[config.mk]
export PLATFORM = sky130hd
export DESIGN_NAME = id_ex_stage
export DESIGN_NICKNAME = d
export VERILOG_FILES = /design/src/rtl/riscv_pkg.sv /design/src/rtl/id_ex_stage_fwd_mux.sv /design/src/rtl/id_ex_stage.sv
export SDC_FILE = /design/constraint.sdc
export NUM_CORES = 1
export LEC_CHECK = 0
export ABC_CLOCK_PERIOD_IN_PS = 17100
export CORE_AREA = 2 2 174 176
export CTS_CLUSTER_SIZE = 28
export DETAILED_ROUTE_END_ITERATION = 10
export DIE_AREA = 0 0 176 178
export GPL_ROUTABILITY_DRIVEN = 0
export MAX_ROUTING_LAYER = met4
export PLACE_DENSITY = 0.68
export SYNTH_ARGS = -nofsm -noshare
export SYNTH_HDL_FRONTEND = slang
export SYNTH_SLANG_ARGS = --single-unit
[constraint.sdc]
create_clock -name clk -period 17.1 [get_ports clk]
set_input_delay 4.275 -clock clk [delete_from_list [all_inputs] [get_ports clk]]
set_output_delay 4.275 -clock clk [all_outputs]
set_load 0.005 [all_outputs]
[src/rtl/riscv_pkg.sv]
// Shared types and constants for the RV32I pipeline: ALU op encodings, ID/EX control bundle, forward selects.
package riscv_pkg;

  localparam int XLEN = 32;
  localparam int RA_W = 5;

  typedef enum logic [3:0] {
    ALU_AND  = 4'b0000,
    ALU_OR   = 4'b0001,
    ALU_ADD  = 4'b0010,
    ALU_SUB  = 4'b0110,
    ALU_SLT  = 4'b0111,
    ALU_SLTU = 4'b1000,
    ALU_XOR  = 4'b1001,
    ALU_SLL  = 4'b1010,
    ALU_SRL  = 4'b1011,
    ALU_SRA  = 4'b1100,
    ALU_NOR  = 4'b1101
  } alu_op_e;

  typedef struct packed {
    logic [3:0] alu_control;
    logic       alu_src;
    logic       alu_a_pc;
    logic       reg_write;
    logic       mem_read;
    logic       mem_write;
    logic       mem_to_reg;
  } id_ex_ctrl_t;

  typedef enum logic [1:0] {
    FWD_REG = 2'd0,
    FWD_MEM = 2'd1,
    FWD_WB  = 2'd2
  } fwd_sel_e;

endpackage

[src/rtl/id_ex_stage_fwd_mux.sv]
// Forwarding select and data mux for one EX source operand; MEM beats WB, x0 is never forwarded.
module fwd_mux
  import riscv_pkg::*;
#(
  parameter int DW = 32,
  parameter int AW = 5
) (
  input  logic [AW-1:0] rs,
  input  logic [DW-1:0] reg_data,
  input  logic          mem_we,
  input  logic [AW-1:0] mem_rd,
  input  logic [DW-1:0] mem_data,
  input  logic          wb_we,
  input  logic [AW-1:0] wb_rd,
  input  logic [DW-1:0] wb_data,
  output logic [DW-1:0] data
);

  fwd_sel_e sel;

  // Pick the youngest in-flight producer of rs.
  always_comb begin
    sel = FWD_REG;
    if (mem_we && (mem_rd != {AW{1'b0}}) && (mem_rd == rs)) begin
      sel = FWD_MEM;
    end else if (wb_we && (wb_rd != {AW{1'b0}}) && (wb_rd == rs)) begin
      sel = FWD_WB;
    end else begin
      sel = FWD_REG;
    end
  end

  // Operand data mux driven by the select.
  always_comb begin
    data = reg_data;
    case (sel)
      FWD_MEM: data = mem_data;
      FWD_WB:  data = wb_data;
      FWD_REG: data = reg_data;
      default: data = reg_data;
    endcase
  end

endmodule

[src/rtl/id_ex_stage.sv]
// ID/EX pipeline register with MEM/WB operand forwarding and load-use detection.
// Optional stall/bubble counters are built when ID_EX_PERF_CNT_EN is defined.
module id_ex_stage
  import riscv_pkg::*;
#(
  parameter int XLEN = 32,
  parameter int RA_W = 5
) (
  input  logic            clk,
  input  logic            reset,
  input  logic            stall,
  input  logic            flush,
  input  logic            id_valid,
  input  logic [XLEN-1:0] id_pc,
  input  logic [XLEN-1:0] id_rs1_data,
  input  logic [XLEN-1:0] id_rs2_data,
  input  logic [XLEN-1:0] id_imm,
  input  logic [RA_W-1:0] id_rs1,
  input  logic [RA_W-1:0] id_rs2,
  input  logic [RA_W-1:0] id_rd,
  input  logic [9:0]      id_ctrl,
  input  logic            mem_fwd_we,
  input  logic [RA_W-1:0] mem_fwd_rd,
  input  logic [XLEN-1:0] mem_fwd_data,
  input  logic            wb_fwd_we,
  input  logic [RA_W-1:0] wb_fwd_rd,
  input  logic [XLEN-1:0] wb_fwd_data,
  output logic            ex_valid,
  output logic [XLEN-1:0] ex_pc,
  output logic [RA_W-1:0] ex_rd,
  output logic [9:0]      ex_ctrl,
  output logic [XLEN-1:0] ex_alu_a,
  output logic [XLEN-1:0] ex_alu_b,
  output logic [3:0]      ex_alu_control,
  output logic [XLEN-1:0] ex_store_data,
  output logic            load_use_hazard,
  output logic [31:0]     stall_count,
  output logic [31:0]     bubble_count
);

  id_ex_ctrl_t     ctrl;
  logic [RA_W-1:0] ex_rs1;
  logic [RA_W-1:0] ex_rs2;
  logic [XLEN-1:0] ex_rs1_data;
  logic [XLEN-1:0] ex_rs2_data;
  logic [XLEN-1:0] ex_imm;
  logic [XLEN-1:0] fwd_rs1;
  logic [XLEN-1:0] fwd_rs2;
  logic            bubble;

  // An explicit flush, or an unstalled load of an empty ID slot, inserts a bubble.
  assign bubble = flush || (!stall && !id_valid);

  // Pipeline register: flush > stall > load.
  always_ff @(posedge clk or posedge reset) begin
    if (reset) begin
      ex_valid    <= 1'b0;
      ex_pc       <= {XLEN{1'b0}};
      ex_rd       <= {RA_W{1'b0}};
      ex_rs1      <= {RA_W{1'b0}};
      ex_rs2      <= {RA_W{1'b0}};
      ex_rs1_data <= {XLEN{1'b0}};
      ex_rs2_data <= {XLEN{1'b0}};
      ex_imm      <= {XLEN{1'b0}};
      ctrl        <= '0;
    end else if (bubble) begin
      ex_valid    <= 1'b0;
      ex_pc       <= {XLEN{1'b0}};
      ex_rd       <= {RA_W{1'b0}};
      ex_rs1      <= {RA_W{1'b0}};
      ex_rs2      <= {RA_W{1'b0}};
      ex_rs1_data <= {XLEN{1'b0}};
      ex_rs2_data <= {XLEN{1'b0}};
      ex_imm      <= {XLEN{1'b0}};
      ctrl        <= '0;
    end else if (stall) begin
      // Capture forwarded values so a producer retiring during the stall is not lost.
      ex_rs1_data <= fwd_rs1;
      ex_rs2_data <= fwd_rs2;
    end else begin
      ex_valid    <= 1'b1;
      ex_pc       <= id_pc;
      ex_rd       <= id_rd;
      ex_rs1      <= id_rs1;
      ex_rs2      <= id_rs2;
      ex_rs1_data <= id_rs1_data;
      ex_rs2_data <= id_rs2_data;
      ex_imm      <= id_imm;
      ctrl        <= id_ex_ctrl_t'(id_ctrl);
    end
  end

  fwd_mux #(.DW(XLEN), .AW(RA_W)) u_fwd_rs1 (
    .rs       (ex_rs1),
    .reg_data (ex_rs1_data),
    .mem_we   (mem_fwd_we),
    .mem_rd   (mem_fwd_rd),
    .mem_data (mem_fwd_data),
    .wb_we    (wb_fwd_we),
    .wb_rd    (wb_fwd_rd),
    .wb_data  (wb_fwd_data),
    .data     (fwd_rs1)
  );

  fwd_mux #(.DW(XLEN), .AW(RA_W)) u_fwd_rs2 (
    .rs       (ex_rs2),
    .reg_data (ex_rs2_data),
    .mem_we   (mem_fwd_we),
    .mem_rd   (mem_fwd_rd),
    .mem_data (mem_fwd_data),
    .wb_we    (wb_fwd_we),
    .wb_rd    (wb_fwd_rd),
    .wb_data  (wb_fwd_data),
    .data     (fwd_rs2)
  );

  assign ex_ctrl        = ctrl;
  assign ex_alu_control = ctrl.alu_control;
  assign ex_alu_a       = ctrl.alu_a_pc ? ex_pc : fwd_rs1;
  assign ex_alu_b       = ctrl.alu_src ? ex_imm : fwd_rs2;
  assign ex_store_data  = fwd_rs2;

  assign load_use_hazard = ex_valid && ctrl.mem_read && (ex_rd != {RA_W{1'b0}}) && id_valid &&
                           ((ex_rd == id_rs1) || (ex_rd == id_rs2));

`ifdef ID_EX_PERF_CNT_EN
  logic [31:0] stall_cnt;
  logic [31:0] bubble_cnt;

  // Free-running wrap-around performance counters.
  always_ff @(posedge clk or posedge reset) begin
    if (reset) begin
      stall_cnt  <= 32'd0;
      bubble_cnt <= 32'd0;
    end else begin
      if (stall && !flush) begin
        stall_cnt <= stall_cnt + 32'd1;
      end else begin
        stall_cnt <= stall_cnt;
      end
      if (bubble) begin
        bubble_cnt <= bubble_cnt + 32'd1;
      end else begin
        bubble_cnt <= bubble_cnt;
      end
    end
  end

  assign stall_count  = stall_cnt;
  assign bubble_count = bubble_cnt;
`else
  assign stall_count  = 32'd0;
  assign bubble_count = 32'd0;
`endif

endmodule
==> run metrics <==
run status=complete, no violations; H-tree depth=4; max-slew violation count=0; TritonCTS clock tree=done; stages on the worst setup path=8; # nets final=1432; Worst Max-Slew Pin Slew=1124 ps; final setup fails=0; CTS Buf Count=17; first-pass GRT wire length=52.79 mm; Residual DRC=0; vias=8385; Non-Filler Instances=1602; most frequent cell on the critical path=clkdlybuf4s50_1; type of the worst setup path=in -> out; WL final=35.76 mm; layout cells sized above 1=0.1007; Initial Util=0.3104; Setup Buffers After CTS=0; die height=178 um; Worst Hold Class=reg -> reg; initial antenna violation count=1; reg2reg path depth=6; CTS root buffer=clkbuf_16; Final Skew=19.78 ps; min cycle time layout=12320 ps; Post-DP HPWL=24.46 mm; sum of negative setup slack=0 ps; Hold Path Depth=1; Crit path largest cell delay=980 ps; DRC marker count from the first detailed-route iteration=511; CP required=12820 ps; pwr dens=75.35 nW/um^2; cells after synthesis=863; final hold violations=0; dpl cells=1569; largest net degree at the start of global routing=90; post-synthesis register bit count=154; Critical path buffers and inverters=3; Vias/cell=5.234; post-synth cell types=37; crit path max-delay cell type=or2_4; wire per inst=22.32 um; sequential area share after synthesis=0.4222; CTS Hold Bufs=0; Die ar.=31330 sq um; dominant synthesized flop cell=dfrtp_1; I/O Pins=447; worst rel slew slack=0.2487; Clock Pin Slew Worst Setup and Hold Paths=80 ps; clock tree buffer depth=2; core footprint=29400 sq um; DP Area=12950 sq um; first-pass detailed-route iteration total=5; asr flop ratio synth=1.000; Post-synth EDFFs=0; Die W=176 um; Avg Cell Area, Syn=10.58 sq um; RSZ-0062 raised after global routing=no; I/O Buffers=382; VDD IR-drop max=0.05590 mV; maximum fanout along the worst path=33; CTS Sinks=154; cts repair resizes=0; Top delay family on crit path=simple AND/OR/NAND/NOR gates; Max Clk Rate=81.20 MHz; Total GRT Usage=0.2305; Clock Latency Late Sink=430 ps; vias in the first global route=8569; Area Growth Syn to Fin=48.92%; Leakage=5.621 nW; remaining global-route overflow=0; Worst EP arrival=8040 ps; ANT nets after route=0; final instance area=13590 sq um; CP Capture Type=primary output; Tcrit/Tclk final=0.7202; Startpoint Class=input pin; max_cap viols=0; area of the mapped netlist=9128 sq um; Yosys warnings=0; ordered list of cells on the worst path=clkdlybuf4s50_1, or4_4, o211ai_4, buf_4, or2_4, a31oi_2, mux2_2, clkdlybuf4s50_1; row count=63
final timing paths:
| check | end | slack, ps | from |
|---|---|---|---|
| setup / recovery | ex_alu_b[23] | 4780 | mem_fwd_rd[1] |
| hold / removal | ex_imm[29] | 510 | ex_imm[29] |
| setup reg to reg | ex_rs2_data[23] | 14310 | ex_rs2[4] |
| hold reg to reg | ex_imm[29] | 510 | ex_imm[29] |
| max in group asynchronous | ex_imm[17] | 11280 | reset |
| min in group asynchronous | ex_imm[23] | 4400 | reset |
where the power goes:
| part | switching, mW | leakage (nW) | internal, mW |
|---|---|---|---|
| Sequential | 0.0112 | 2.10 | 0.379 |
| Combinational | 0.0934 | 3.21 | 0.119 |
| Clock | 0.181 | 0.315 | 0.241 |
per-stage QoR:
stage	power, mW	utilization	setup WS, ps	hold slack (ps)
after CTS	1.036	0.4622	4831	506.8
after detailed placement	0.6090	0.4404	4829	484.8
after global placement	0.6073	0.4404	4880	483.1
final	1.024	0.4623	4784	505.7
after floorplan	0.4873	-	6995	467.3
after global routing	1.066	0.4623	4699	525.7
registers in the layout, summed over array words and instances, names as in the netlist:
register / cells
ex_valid: 1
ex_imm: 32
ex_rs1_data: 32
ex_rd: 5
ex_rs1: 5
ex_rs2: 5
ex_rs2_data: 32
ex_ctrl: 6
ex_pc: 32
ex_alu_control: 4
synthesized netlist by cell type (all sizes together), types with 4 or more instances:
master  number  area, sq um
nor3        34        170.2
nand2       34        127.6
a21oi       34        170.2
xor2        10        87.58
clkbuf      49        183.9
nand4        4        25.02
or3         32        200.2
mux2        32        360.4
inv         66        247.7
o221ai      32        280.3
o22ai       32        200.2
mux2i       32        320.3
a31oi       32        663.1
buf         93        683.2
xnor2       20        175.2
dfrtp      154         3854
o21ai       32        160.2
a22o       121         1060
final cells by class:
type,instances,area [sq um]
clock buffer,18,439.2
tap,390,488.0
clock inverter,14,201.4
fill,2722,15810
sequential,154,3855
antenna,1,2.502
multi-input combinational,564,4433
timing repair buffer,395,3921
inverter,66,252.7
routing by layer:
metal	wire length (um)	GRT usage	share of wire	vias up
met5	0	-	0	-
met2	16930	0.3648	0.47	453
met4	1105	0.08333	0.031	0
met3	2761	0.04945	0.077	60
met1	14960	0.2920	0.42	4142
li1	-	-	-	3730
cell usage in the layout, fill, tap and decap left out, types with 2 or more instances in the layout:
cell type	instances
o221ai_1	32
dfrtp_1	153
inv_6	5
o21ai_1	32
mux2i_1	32
nor2_4	3
o211ai_4	2
clkinv_4	3
buf_4	13
mux2_2	32
a31oi_4	30
clkbuf_16	17
clkdlybuf4s50_1	382
nand3_1	2
a31oi_2	2
nand2_1	33
xor2_1	10
or3_1	32
bufinv_16	3
nand4_1	4
xnor2_1	20
o22ai_1	32
nor3_1	34
a21oi_1	34
inv_8	3
a22o_1	121
conb_1	64
or4_4	2
inv_1	65
cells by family (layout without fill, tap and decap cells):
group,count (synthesis),in the layout,synth area share
compound gates,288,288,0.2849
buf+inv,208,493,0.1221
flops,154,154,0.4222
simple gates,118,118,0.06703
mux,64,64,0.07457
xor+xnor,30,30,0.02879
other cells,1,65,0.0004108
worst reg2reg max path: cells and delay by family (launching register included):
kind,cells,cell delay (ps)
AOI/OAI and AO/OA,3,590
xor gates and xnor gates,1,190
buffers and inverters,1,470
DFF,1,430
and+or+nand+nor,1,990
Note: power is estimated with default switching activity, not from simulation.
